## config.mk

```make
export PLATFORM = sky130hd
export DESIGN_NAME = bck_store_arbiter
export DESIGN_NICKNAME = d
export VERILOG_FILES = /design/src/rtl/smem_pkg.sv /design/src/rtl/store_fifo.sv /design/src/rtl/bck_store_arbiter.sv
export SDC_FILE = /design/constraint.sdc
export NUM_CORES = 2
export LEC_CHECK = 0
export BUFFER_PORTS_ARGS = -buffer_cell sky130_fd_sc_hd__buf_2
export CAP_MARGIN = 25
export CORE_ASPECT_RATIO = 1.2
export CORE_MARGIN = 2
export CORE_UTILIZATION = 59
export CTS_CLUSTER_SIZE = 30
export DETAILED_ROUTE_END_ITERATION = 12
export HOLD_SLACK_MARGIN = 0.15
export PLACE_DENSITY = 0.79
export SLEW_MARGIN = 20
export SYNTH_ARGS = -nofsm -noshare
export SYNTH_HDL_FRONTEND = slang
export SYNTH_SLANG_ARGS = --single-unit
```

## constraint.sdc

```tcl
create_clock -name clk -period 11.45 [get_ports clk]
set_input_delay 1.7175 -clock clk [delete_from_list [all_inputs] [get_ports clk]]
set_output_delay 1.7175 -clock clk [all_outputs]
set_load 0.05 [all_outputs]
```

## src/rtl/smem_pkg.sv

```systemverilog
// smem_pkg: shared store-entry layout and request encodings for the backward-extension store arbiter.
package smem_pkg;
    localparam int SMEM_ADDR_W = 7;
    localparam int STORE_ENTRY_W = SMEM_ADDR_W + 256;
    localparam logic REQ_MEM = 1'b0;
    localparam logic REQ_CURR = 1'b1;

    typedef struct packed {
        logic [SMEM_ADDR_W-1:0] addr;
        logic [63:0] x0;
        logic [63:0] x1;
        logic [63:0] x2;
        logic [63:0] info;
    } store_entry_t;

    function automatic store_entry_t pack_entry(
        input logic [SMEM_ADDR_W-1:0] addr,
        input logic [63:0] x0,
        input logic [63:0] x1,
        input logic [63:0] x2,
        input logic [63:0] info
    );
        return '{addr: addr, x0: x0, x1: x1, x2: x2, info: info};
    endfunction

    function automatic logic [255:0] entry_data(input store_entry_t e);
        return {e.x0, e.x1, e.x2, e.info};
    endfunction
endpackage

```

## src/rtl/store_fifo.sv

```systemverilog
// store_fifo: small per-requester FIFO; a push on a full FIFO is accepted only when a pop frees a slot the same cycle.
module store_fifo #(
    parameter int DEPTH = 4,
    parameter int W = 263
) (
    input  logic                   clk,
    input  logic                   rst,
    input  logic                   push,
    input  logic                   pop,
    input  logic [W-1:0]           din,
    output logic [W-1:0]           dout,
    output logic [$clog2(DEPTH):0] count,
    output logic                   full,
    output logic                   empty
);
    localparam int AW = $clog2(DEPTH);
    localparam int CW = AW + 1;

    logic [W-1:0] mem [DEPTH];
    logic [AW-1:0] rd_ptr, wr_ptr;
    logic do_push, do_pop;

    always_comb begin
        full = count == CW'(DEPTH);
        empty = count == '0;
        do_pop = pop && !empty;
        do_push = push && (!full || do_pop);
        dout = mem[rd_ptr];
    end

    always_ff @(posedge clk) begin
        if (!rst) begin
            rd_ptr <= '0;
            wr_ptr <= '0;
            count <= '0;
        end else begin
            if (do_push) wr_ptr <= wr_ptr + 1'b1;
            if (do_pop) rd_ptr <= rd_ptr + 1'b1;
            count <= count + CW'(do_push) - CW'(do_pop);
        end
    end

    always_ff @(posedge clk) begin
        if (rst && do_push) mem[wr_ptr] <= din;
    end
endmodule

```

## src/rtl/bck_store_arbiter.sv

```systemverilog
// bck_store_arbiter: round-robin merge of mem/curr token stores onto one registered RAM write port.
// Define STORE_ARB_PERF_EN to add saturating perf counters (writes, stall cycles, backpressure cycles).
module bck_store_arbiter
    import smem_pkg::*;
#(
    parameter int DEPTH = 4,
    parameter int STALL_MARGIN = 2,
    parameter int ADDR_W = SMEM_ADDR_W
) (
    input  logic              clk,
    input  logic              rst,
    input  logic              mem_push,
    input  logic [63:0]       mem_x0,
    input  logic [63:0]       mem_x1,
    input  logic [63:0]       mem_x2,
    input  logic [63:0]       mem_info,
    input  logic [ADDR_W-1:0] mem_addr,
    input  logic              curr_push,
    input  logic [63:0]       curr_x0,
    input  logic [63:0]       curr_x1,
    input  logic [63:0]       curr_x2,
    input  logic [63:0]       curr_info,
    input  logic [ADDR_W-1:0] curr_addr,
    output logic              stall,
    output logic              wr_en,
    output logic              wr_sel,
    output logic [ADDR_W-1:0] wr_addr,
    output logic [255:0]      wr_data,
    input  logic              wr_ready,
    output logic              ovf_err,
    output logic              idle
`ifdef STORE_ARB_PERF_EN
    ,
    output logic [31:0]       perf_writes,
    output logic [31:0]       perf_stall_cyc,
    output logic [31:0]       perf_bp_cyc
`endif
);
    localparam int CW = $clog2(DEPTH) + 1;
    localparam logic [CW-1:0] THR = CW'(DEPTH - STALL_MARGIN);

    store_entry_t mem_din, curr_din, mem_head, curr_head, head;
    logic [CW-1:0] mem_cnt, curr_cnt;
    logic mem_full, mem_empty, curr_full, curr_empty;
    logic mem_pop, curr_pop, adv, any, grant, last_grant;

    assign mem_din = pack_entry(mem_addr, mem_x0, mem_x1, mem_x2, mem_info);
    assign curr_din = pack_entry(curr_addr, curr_x0, curr_x1, curr_x2, curr_info);

    store_fifo #(.DEPTH(DEPTH), .W(STORE_ENTRY_W)) u_mem_fifo (
        .clk(clk), .rst(rst), .push(mem_push), .pop(mem_pop), .din(mem_din),
        .dout(mem_head), .count(mem_cnt), .full(mem_full), .empty(mem_empty)
    );

    store_fifo #(.DEPTH(DEPTH), .W(STORE_ENTRY_W)) u_curr_fifo (
        .clk(clk), .rst(rst), .push(curr_push), .pop(curr_pop), .din(curr_din),
        .dout(curr_head), .count(curr_cnt), .full(curr_full), .empty(curr_empty)
    );

    // On a tie the requester that did not win last time gets the slot.
    always_comb begin
        adv = !wr_en || wr_ready;
        any = !mem_empty || !curr_empty;
        grant = mem_empty ? REQ_CURR : curr_empty ? REQ_MEM : ~last_grant;
        mem_pop = adv && !mem_empty && grant == REQ_MEM;
        curr_pop = adv && !curr_empty && grant == REQ_CURR;
        head = grant == REQ_CURR ? curr_head : mem_head;
        stall = mem_cnt >= THR || curr_cnt >= THR;
        idle = mem_empty && curr_empty && !wr_en;
    end

    always_ff @(posedge clk) begin
        if (!rst) begin
            wr_en <= 1'b0;
            wr_sel <= REQ_MEM;
            wr_addr <= '0;
            wr_data <= '0;
            last_grant <= REQ_CURR;
            ovf_err <= 1'b0;
        end else begin
            if (adv) begin
                wr_en <= any;
                if (any) begin
                    wr_sel <= grant;
                    wr_addr <= head.addr;
                    wr_data <= entry_data(head);
                    last_grant <= grant;
                end
            end
            if ((mem_push && mem_full && !mem_pop) || (curr_push && curr_full && !curr_pop)) ovf_err <= 1'b1;
        end
    end

`ifdef STORE_ARB_PERF_EN
    always_ff @(posedge clk) begin
        if (!rst) begin
            perf_writes <= '0;
            perf_stall_cyc <= '0;
            perf_bp_cyc <= '0;
        end else begin
            if (wr_en && wr_ready && perf_writes != '1) perf_writes <= perf_writes + 1'b1;
            if (stall && perf_stall_cyc != '1) perf_stall_cyc <= perf_stall_cyc + 1'b1;
            if (wr_en && !wr_ready && perf_bp_cyc != '1) perf_bp_cyc <= perf_bp_cyc + 1'b1;
        end
    end
`endif
endmodule

```

==> impl_metrics.yaml <==
setup_path:
  slowest_delay_ns: 0.76
  crit_chain: "buf_2, nand2b_1, o21ai_0, a21boi_1, and3_4, buf_4, buf_12"
  worst-path-stages: 7
  cp-end-kind: "register"
  worstPathMaxFanout: 115
  crit_start: "wr_ready"
  r2r-end: "u_mem_fifo.mem[2][257]"
  cp.required_ns: 11.89
  start_kind: "input pin"
  worst-setup-path-type: "in -> reg"
  critPathCapture: "u_mem_fifo.mem[2][257]"
  cp_top_family: "buffers and inverters"
  timing.rr.start: "u_curr_fifo.count[0]"
  worstPathArrival_ns: 5.40
  reg2reg_depth: 6
  critical_path.slowest_cell: "buf_4"
  reg2reg_setup_slack_ns: 6.92
  path_buf_inv: 3
routing:
  vias_per_cell: 6.292
  wl_per_cell_um: 29.40
  ant_nets: 0
  drcViolationCount: 0
  drt_pre_antenna_iters: 5
  wirelength_um: 209400
  drtIter0Drc: 4997
  dr_total_vias: 44800
layout:
  fin_cells: 7121
  utilization_pct: 68.67
  drive_gt1_share_pct: 34.25
  nets: 5427
  fill_cells: 8837
  syn2layout_area_growth_pct: 15.86
floorplan:
  fp.dieH_um: 426.6
  start_util_pct: 59.27
  fp.dieW_um: 356.2
  num_rows: 155
  core_sq_um: 148200
  ios: 799
  dieArea_sq_um: 152000
global_routing:
  use_met2_pct: 43.67
  grtUsageTotal_pct: 27.10
  antenna_found_initial: 138
  globalRouteMet1Util_pct: 35.68
  grt_util_met3_pct: 7.103
  grt-ovfl-total: 0
  grt_start_max_net_pins: 200
  top_usage_layer: "met2"
  grt_pass1_wl_um: 298200
  grt_pass1_vias: 44650
synthesis:
  synth_common_cells: "2,104 x edfxtp_1, 526 x mux4_2, 285 x dfxtp_1, 267 x mux2i_1, 264 x a21oi_1"
  synthMuxAreaShare_pct: 16.53
  ys_warn_count: 0
  synth_top_family_by_area: "multiplexers"
  yosysSeqAreaShare_pct: 78.44
  synth_top_cell_area_share_pct: 71.94
  synth_most_common_cell: "edfxtp_1"
  synth_simple_gate_area_share_pct: 0.2707
  synth_fa_ha_area_share_pct: 0.2451
  ys_ff_latch: 2389
  synth_xor_area_share_pct: 0.05984
  synth_area_leader_cell: "edfxtp_1"
  ys.flop_type: "edfxtp_1"
  synth_area_sq_um: 87820
  synth_compound_area_share_pct: 3.129
  synth-edff-count: 2104
  synth_nets: 4587
  synthTopCellsByArea: "edfxtp_1 72%, mux4_2 13%, dfxtp_1 6.5%, mux2i_1 3.0%, a21oi_1 1.5%"
  ys_types: 37
  synth_area_per_cell_sq_um: 21.74
  synthCells: 4040
  async_flop_share_pct: 0
timing:
  max_freq_ghz: 0.2016
  finalHoldViolations: 0
  finalSetupViolations: 0
  worst_slack_ns: 6.489
  relSlewSlack_pct: 8.114
  worst_slew_pin_slew_ns: 1.378
  worst_clock_skew_ns: 0.04035
  hold_slack_ns: 0.5053
  fin_crit_sh_pct: 43.32
  slew_viol_final: 0
  setup-tns-final_ns: 0
  rsz0062_at_grt: "false"
  period_needed_ns: 4.961
power:
  powerDensity_nw_per_um2: 242.2
  vdd_ir_drop_max_mv: 0.2574
  p_leak_nw: 34.42
clock_network:
  clock_sinks: 2389
  cts-root-buf: "clkbuf_16"
  clockBufferDepth: 3
  post_cts_buffers: 0
  cts_resized: 0
  cts_hold_buffers: 0
  numCtsBuffers: 215
  cts.clk_slew.worst_paths_ns: 0.06
  h-tree-depth: 4
  clk_latency_ns: 0.86
  cts_tree: "yes"
placed_design:
  place_inst: 6616
  port-buffer-count: 798
  place_ws_ns: 5.772
  hpwl_um: 120200
  gp_congestion: 0.8017
worst_hold_path:
  min_from: "u_mem_fifo.wr_ptr[0]"
  hold_path_class: "reg -> reg"
run:
  max_cap_violations: 0
run_status:
  run_status: "finished clean"
==> worst min path at each step <==
stage,endpoint,cells after the start
floorplan,u_curr_fifo.wr_ptr[1],2
global placement,u_mem_fifo.wr_ptr[0],2
detailed placement,u_curr_fifo.wr_ptr[1],2
CTS,u_curr_fifo.wr_ptr[1],2
global route,u_mem_fifo.wr_ptr[1],2
finish,u_mem_fifo.wr_ptr[0],2
==> where the power goes <==
part | switching [mW] | internal [mW]
Sequential | 0.428 | 10.3
Combinational | 4.20 | 2.30
Clock | 3.17 | 4.26
Total | 7.80 | 16.8
==> metrics by stage <==
stage               instance area, sq um  power (mW)
floorplan                          87820       15.56
global placement                   93820       17.12
detailed placement                 93870       17.27
CTS                               101300       24.70
global route                      101600       25.44
finish                            101700       24.64
==> placed cells by master, fill, tap and decap left out, types with 6 or more instances in the layout <==
cell type and count:
dfxtp_1 281, a21oi_1 264, bufinv_16 26, clkinvlp_4 7
mux4_2 526, and2_1 9, clkinv_1 23, o21ai_0 178
buf_2 797, inv_1 17, buf_16 10, o21ai_1 86
buf_4 36, and3_4 8, diode_2 87, ha_1 14
clkbuf_1 52, nand2_1 9, clkbuf_8 27, inv_16 6
mux2i_1 267, clkbuf_16 215, buf_12 15, edfxtp_1 2104
clkinv_2 36
==> cell type report <==
type | instances | area, sq um | area share, %
Timing Repair Buffer | 860 | 4861 | 4.778
Antenna cell | 87 | 217.7 | 0.2140
Clock buffer | 294 | 5947 | 5.845
Sequential cell | 2389 | 68900 | 67.72
Tap cell | 1962 | 2455 | 2.413
Clock inverter | 115 | 1463 | 1.438
Inverter | 17 | 63.81 | 0.06272
Multi-Input combinational cell | 1397 | 17830 | 17.53
==> layer usage <==
metal | wire length, um | vias up | part of all wire (%)
met5 | 778 | - | 0.37
met4 | 8534 | 118 | 4.1
met3 | 19910 | 521 | 9.5
met2 | 103900 | 2480 | 50
met1 | 76220 | 23130 | 36
li1 | - | 18560 | -
==> flip-flops by register name, summed over array words and instances, names as in the netlist, named ones only <==
| register | flops |
|---|---|
| u_mem_fifo.wr_ptr | 2 |
| u_curr_fifo.rd_ptr | 2 |
| last_grant | 1 |
| u_mem_fifo.mem | 1052 |
| u_curr_fifo.mem | 1052 |
| u_mem_fifo.count | 3 |
| wr_addr | 7 |
| u_curr_fifo.count | 3 |
| ovf_err | 1 |
| wr_data | 256 |
| u_mem_fifo.rd_ptr | 2 |
| wr_en | 1 |
| u_curr_fifo.wr_ptr | 2 |
| wr_sel | 1 |
==> cell families (layout without fill, tap and decap cells) <==
| logic type | count (synthesis) | after routing |
|---|---|---|
| xor+xnor | 6 | 6 |
| simple gates | 41 | 41 |
| fa+ha+maj | 16 | 16 |
| buf+inv | 254 | 1286 |
| flops | 2389 | 2389 |
| mux | 793 | 793 |
| other cells | 0 | 87 |
| compound gates | 541 | 541 |
==> worst register-to-register path, stage by stage, from the launching register on <==
cell	delay, ns
dfxtp_1	0.32
nor3_2	0.50
o21ai_0	0.23
a21boi_1	0.54
and3_4	0.72
buf_4	0.81
buf_12	0.47
(Power assumes the default switching activity.)
